<file path="config.mk">
export PLATFORM = sky130hd
export DESIGN_NAME = wash_phase_timer
export DESIGN_NICKNAME = d
export VERILOG_FILES = /design/src/rtl/wash_phase_timer.sv
export SDC_FILE = /design/constraint.sdc
export NUM_CORES = 1
export LEC_CHECK = 0
export ABC_CLOCK_PERIOD_IN_PS = 5420
export CORE_UTILIZATION = 57
export DETAILED_ROUTE_END_ITERATION = 8
export GPL_ROUTABILITY_DRIVEN = 0
export PLACE_DENSITY_LB_ADDON = 0.3
export RECOVER_POWER = 50
export SLEW_MARGIN = 5
export SYNTH_ARGS = -nofsm -noshare
export SYNTH_HDL_FRONTEND = slang
export SYNTH_SLANG_ARGS = --single-unit
</file>
<file path="constraint.sdc">
create_clock -name clk -period 5.42 [get_ports clk]
set_input_delay 0.813 -clock clk [delete_from_list [all_inputs] [get_ports clk]]
set_output_delay 0.813 -clock clk [all_outputs]
set_load 0.01 [all_outputs]
</file>
<file path="src/rtl/wash_phase_timer.sv">
// Countdown timer for one washing-machine programme phase. The load is value << ClkFreq,
// saturating to all-ones. It counts down on prescaled ticks, with pause, abort and restart.
module wash_phase_timer #(
   parameter int CNT_W    = 32,
   parameter int FSEL_W   = 2,
   parameter int TICK_DIV = 1
) (
   input  logic              clk,
   input  logic              rst,
   input  logic              start,
   input  logic              pause,
   input  logic              abort,
   input  logic [FSEL_W-1:0] ClkFreq,
   input  logic [CNT_W-1:0]  value,
   output logic [CNT_W-1:0]  remaining,
   output logic              busy,
   output logic              paused,
   output logic              done,
   output logic              done_pulse,
   output logic              sat
);

   typedef enum logic [1:0] {S_IDLE, S_RUN, S_PAUSED, S_DONE} state_t;

   localparam int MAXSH = (1 << FSEL_W) - 1;
   localparam int PRE_W = (TICK_DIV > 1) ? $clog2(TICK_DIV) : 1;
   localparam logic [PRE_W-1:0] PRE_LAST = PRE_W'(TICK_DIV - 1);
   localparam logic [PRE_W-1:0] PRE_ONE  = PRE_W'(1);
   localparam logic [CNT_W-1:0] CNT_ONE  = CNT_W'(1);

   // Result MSB is the saturation flag; lower CNT_W bits are the clamped scaled count.
   function automatic logic [CNT_W:0] scale_sat(input logic [CNT_W-1:0] v,
                                                input logic [FSEL_W-1:0] sh);
      logic [CNT_W+MAXSH-1:0] wide;
      wide = {{MAXSH{1'b0}}, v} << sh;
      if (|wide[CNT_W+MAXSH-1:CNT_W])
         return {1'b1, {CNT_W{1'b1}}};
      else
         return {1'b0, wide[CNT_W-1:0]};
   endfunction

   state_t             state;
   logic [PRE_W-1:0]   presc;
   logic [CNT_W:0]     load;
   logic               tick_due;

   assign load     = scale_sat(value, ClkFreq);
   assign tick_due = (presc == PRE_LAST);

   always_ff @(posedge clk or posedge rst) begin
      if (rst) begin
         state      <= S_IDLE;
         presc      <= '0;
         remaining  <= '0;
         busy       <= 1'b0;
         paused     <= 1'b0;
         done       <= 1'b0;
         done_pulse <= 1'b0;
         sat        <= 1'b0;
      end else begin
         done_pulse <= 1'b0;
         if (abort) begin
            state     <= S_IDLE;
            presc     <= '0;
            remaining <= '0;
            busy      <= 1'b0;
            paused    <= 1'b0;
            done      <= 1'b0;
         end else if (start) begin
            presc     <= '0;
            sat       <= load[CNT_W];
            remaining <= load[CNT_W-1:0];
            paused    <= 1'b0;
            if (load[CNT_W-1:0] == '0) begin
               state      <= S_DONE;
               busy       <= 1'b0;
               done       <= 1'b1;
               done_pulse <= 1'b1;
            end else begin
               state <= S_RUN;
               busy  <= 1'b1;
               done  <= 1'b0;
            end
         end else begin
            case (state)
               // The resume edge out of PAUSED counts like a normal RUN cycle, so no tick is lost.
               S_RUN, S_PAUSED: begin
                  if (pause) begin
                     state  <= S_PAUSED;
                     paused <= 1'b1;
                  end else begin
                     state  <= S_RUN;
                     paused <= 1'b0;
                     if (tick_due) begin
                        presc <= '0;
                        if (remaining <= CNT_ONE) begin
                           remaining  <= '0;
                           state      <= S_DONE;
                           busy       <= 1'b0;
                           done       <= 1'b1;
                           done_pulse <= 1'b1;
                        end else begin
                           remaining <= remaining - CNT_ONE;
                        end
                     end else begin
                        presc <= presc + PRE_ONE;
                     end
                  end
               end
               default: begin
               end
            endcase
         end
      end
   end

endmodule
</file>
==> results.md <==
- I/O Buffers: 75
- Largest stage delay, worst path: 0.75 ns
- Ant diodes: 0
- Final Hold Fails: 0
- Sw frac: 37.9%
- Initial antenna violation count: 0
- Yosys reg bits: 39
- Critical path fanouts, max: 37
- CTS tree: done
- Die footprint: 6830 sq um
- First-pass GRT wire length: 18,200 um
- Post-synthesis net count: 466
- Startpoint Class: input pin
- CORE AREA: 6310 sq um
- Root buf cell: clkbuf_8
- Fillers: 507
- Post-Route Skew: 0.0125 ns
- Area Growth Syn to Fin: 22.9%
- Final setup fails: 0
- DRC violations left: 0
- Yosys warnings: 0
- Total grt overflow: 0
- Vias per inst: 7.26
- Cell Chain, Critical Path: buf_2 -> mux4_2 -> a211oi_1 -> nand4_1 -> o31ai_1 -> o311a_1
- Total Nets Final: 519
- Total track usage: 35.4%
- Total routed wirelength: 11,400 um
- Worst-skew pair later-pin latency: 0.31 ns
- Layout cells sized above 1: 13.2%
- Post-synth EDFFs: 0
- Clock buffer depth: 2
- Reg clk slew, reported paths: 0.09 ns
- Total CTS buffers: 5
- Starting density of the core: 58.7%
- Net Sw Power: 409 uW
- PD cells: 237 nW/um^2
- Post-synthesis cell count: 425
- Hold Crit Class: flip-flop to flip-flop
- CP Capture Type: flip-flop
- Period utilization: 56.7%
- WP data arrival: 3.32 ns
- CTS Hold Bufs: 0
- Critical path class: input pin to flip-flop
- TritonRoute pass-1 iters: 7
- Syn_area_per_cell: 8.72 sq um
- Setup TNS Final: 0 ns
- R2R Setup Slk: 2.47 ns
- DP Worst Slack: 2.01 ns
- Antenna Nets Post-Route: 0
- Die width: 82.6 um
- Worst-Margin Slew: 2.19 ns
- H-Tree Depth: 2
- DP Wirelength: 8570 um
- Cts repair resizes: 0
- CP max stage cell: buf_2
- F_max: 325 MHz
- Slew margin rel.: -46.0%
- RSZ-0062 raised after global routing: false
- Crit path time final: 3.08 ns
- Violated checks: capacitance limit, slew limit
- Flop pwr share: 36.0%
- Sequential share of the synthesized area: 26.3%
- Clk sinks: 39
- Ports: 76
- Gate power share: 40.5%
- P_leak: 1.70 nW
- Drt wl/cell: 20.5 um
- Cell Area, Synth: 3700 sq um
- Clock Power Share: 23.6%
- Setup ws final: 2.34 ns
- Pin count of the biggest net entering global routing: 40
- Vias in the first global route: 3,663
- P_int: 668 uW
- # rows: 29
- Final Max Slew Viols: 40
- Iter 0 DRT Violations: 570
- Chip height: 82.6 um
- Cell variety after synth: 61
- Status: complete, but fails checks
- Setup bufs post-CTS: 0
- DR vias: 4,038
- Peak supply drop: 0.228 mV
- Req. time, crit path: 5.67 ns
- Asr flop ratio synth: 100%
- Max cap viols: 1
- Top_reg_cell synth: dfrtp_1
==> stage by stage <==
step           std cells  util, %  hold slack, ns  area [sq um]  power [mW]
5_1_grt              556     72.1           0.567          4550        1.13
4_1_cts              556     72.2           0.554          4560        1.07
3_3_place_gp         548     70.4           0.491          4440       0.811
6_report             556     72.1           0.542          4550        1.08
2_1_floorplan        425        -           0.535          3700       0.646
3_5_place_dp         548     70.4           0.536          4440       0.824
==> per-layer routing <==
layer | vias up | track usage (%) | wire length (um)
li1 | 1776 | - | -
met1 | 1873 | 47.7 | 4470
met2 | 340 | 55.9 | 5250
met3 | 49 | 6.70 | 1260
met4 | 0 | 14.7 | 410
met5 | - | 0 | 0
==> worst paths after layout <==
path	from	to	cells after the start
min in group asynchronous	rst	state[1]$_DFFE_PP0P_	3
setup reg to reg	remaining[17]$_DFFE_PP0P_	remaining[18]$_DFFE_PP0P_	6
max in group asynchronous	rst	remaining[30]$_DFFE_PP0P_	3
hold reg to reg	paused$_DFFE_PP0P_	paused$_DFFE_PP0P_	2
setup / recovery	ClkFreq[0]	done$_DFFE_PP0P_	6
hold / removal	paused$_DFFE_PP0P_	paused$_DFFE_PP0P_	2
==> critical path: cells and delay by family <==
| kind | cells | cell delay (ns) |
|---|---|---|
| muxes | 1 | 0.62 |
| and+or+nand+nor | 1 | 0.26 |
| buffers and inverters | 1 | 0.75 |
| AOI/OAI and AO/OA | 3 | 0.88 |
==> Yosys cell counts, drive strengths merged, types with 16 or more instances <==
cell type | instances | share of area [%]
nor4 | 16 | 3.7
o21ai | 21 | 2.8
a21oi | 19 | 2.6
dfrtp | 39 | 26
clkbuf | 28 | 2.8
inv | 22 | 2.2
nor3 | 16 | 2.3
mux4 | 26 | 16
nor2 | 30 | 3.0
nand4 | 21 | 3.5
nand2 | 37 | 3.7
==> sequential cells by signal, summed over array words and instances, names as in the netlist <==
register,count
remaining,32
done,1
busy,1
done_pulse,1
sat,1
paused,1
state,2
==> logic make-up (layout without fill, tap and decap cells) <==
| group | count (synthesis) | after routing | share of synthesized area (%) |
|---|---|---|---|
| mux | 35 | 35 | 18.4 |
| fa+ha+maj | 4 | 4 | 1.22 |
| xor+xnor | 1 | 1 | 0.236 |
| compound gates | 120 | 120 | 22.4 |
| buf+inv | 58 | 112 | 6.38 |
| flops | 39 | 39 | 26.3 |
| simple gates | 168 | 168 | 25.1 |
==> area by class of cell <==
cell class                      count  area, sq um  share of cell area [%]
Clock buffer                        5         68.8                    1.51
Clock inverter                      3         43.8                   0.962
Inverter                           23         86.3                    1.90
Multi-Input combinational cell    328         2490                    54.8
Sequential cell                    39          976                    21.4
Timing Repair Buffer               81          787                    17.3
Tap cell                           77         96.3                    2.12
==> cells in the final DEF (no fill, tap or decap), types with 5 or more instances in the layout <==
| cell | instances |
|---|---|
| a211oi_1 | 5 |
| a21oi_1 | 19 |
| a31oi_1 | 15 |
| and3_1 | 5 |
| buf_4 | 5 |
| clkbuf_8 | 5 |
| clkdlybuf4s50_1 | 55 |
| dfrtp_1 | 39 |
| dlygate4sd3_1 | 19 |
| inv_1 | 22 |
| mux2i_1 | 5 |
| mux4_2 | 26 |
| nand2_1 | 37 |
| nand3_1 | 13 |
| nand4_1 | 21 |
| nor2_1 | 29 |
| nor3_1 | 15 |
| nor4_1 | 13 |
| o211ai_1 | 15 |
| o21ai_0 | 21 |
| or2_2 | 6 |
| or3_1 | 6 |
==> power by group through the flow <==
stage / clock network (mW) / registers [mW] / logic (mW)
detailed placement: 0 / 0.392 / 0.432
floorplan: 0 / 0.396 / 0.250
global placement: 0 / 0.389 / 0.422
global route: 0.265 / 0.393 / 0.469
CTS: 0.253 / 0.386 / 0.434
finish: 0.254 / 0.387 / 0.436
No activity file was read; power rests on OpenSTA's default activity.
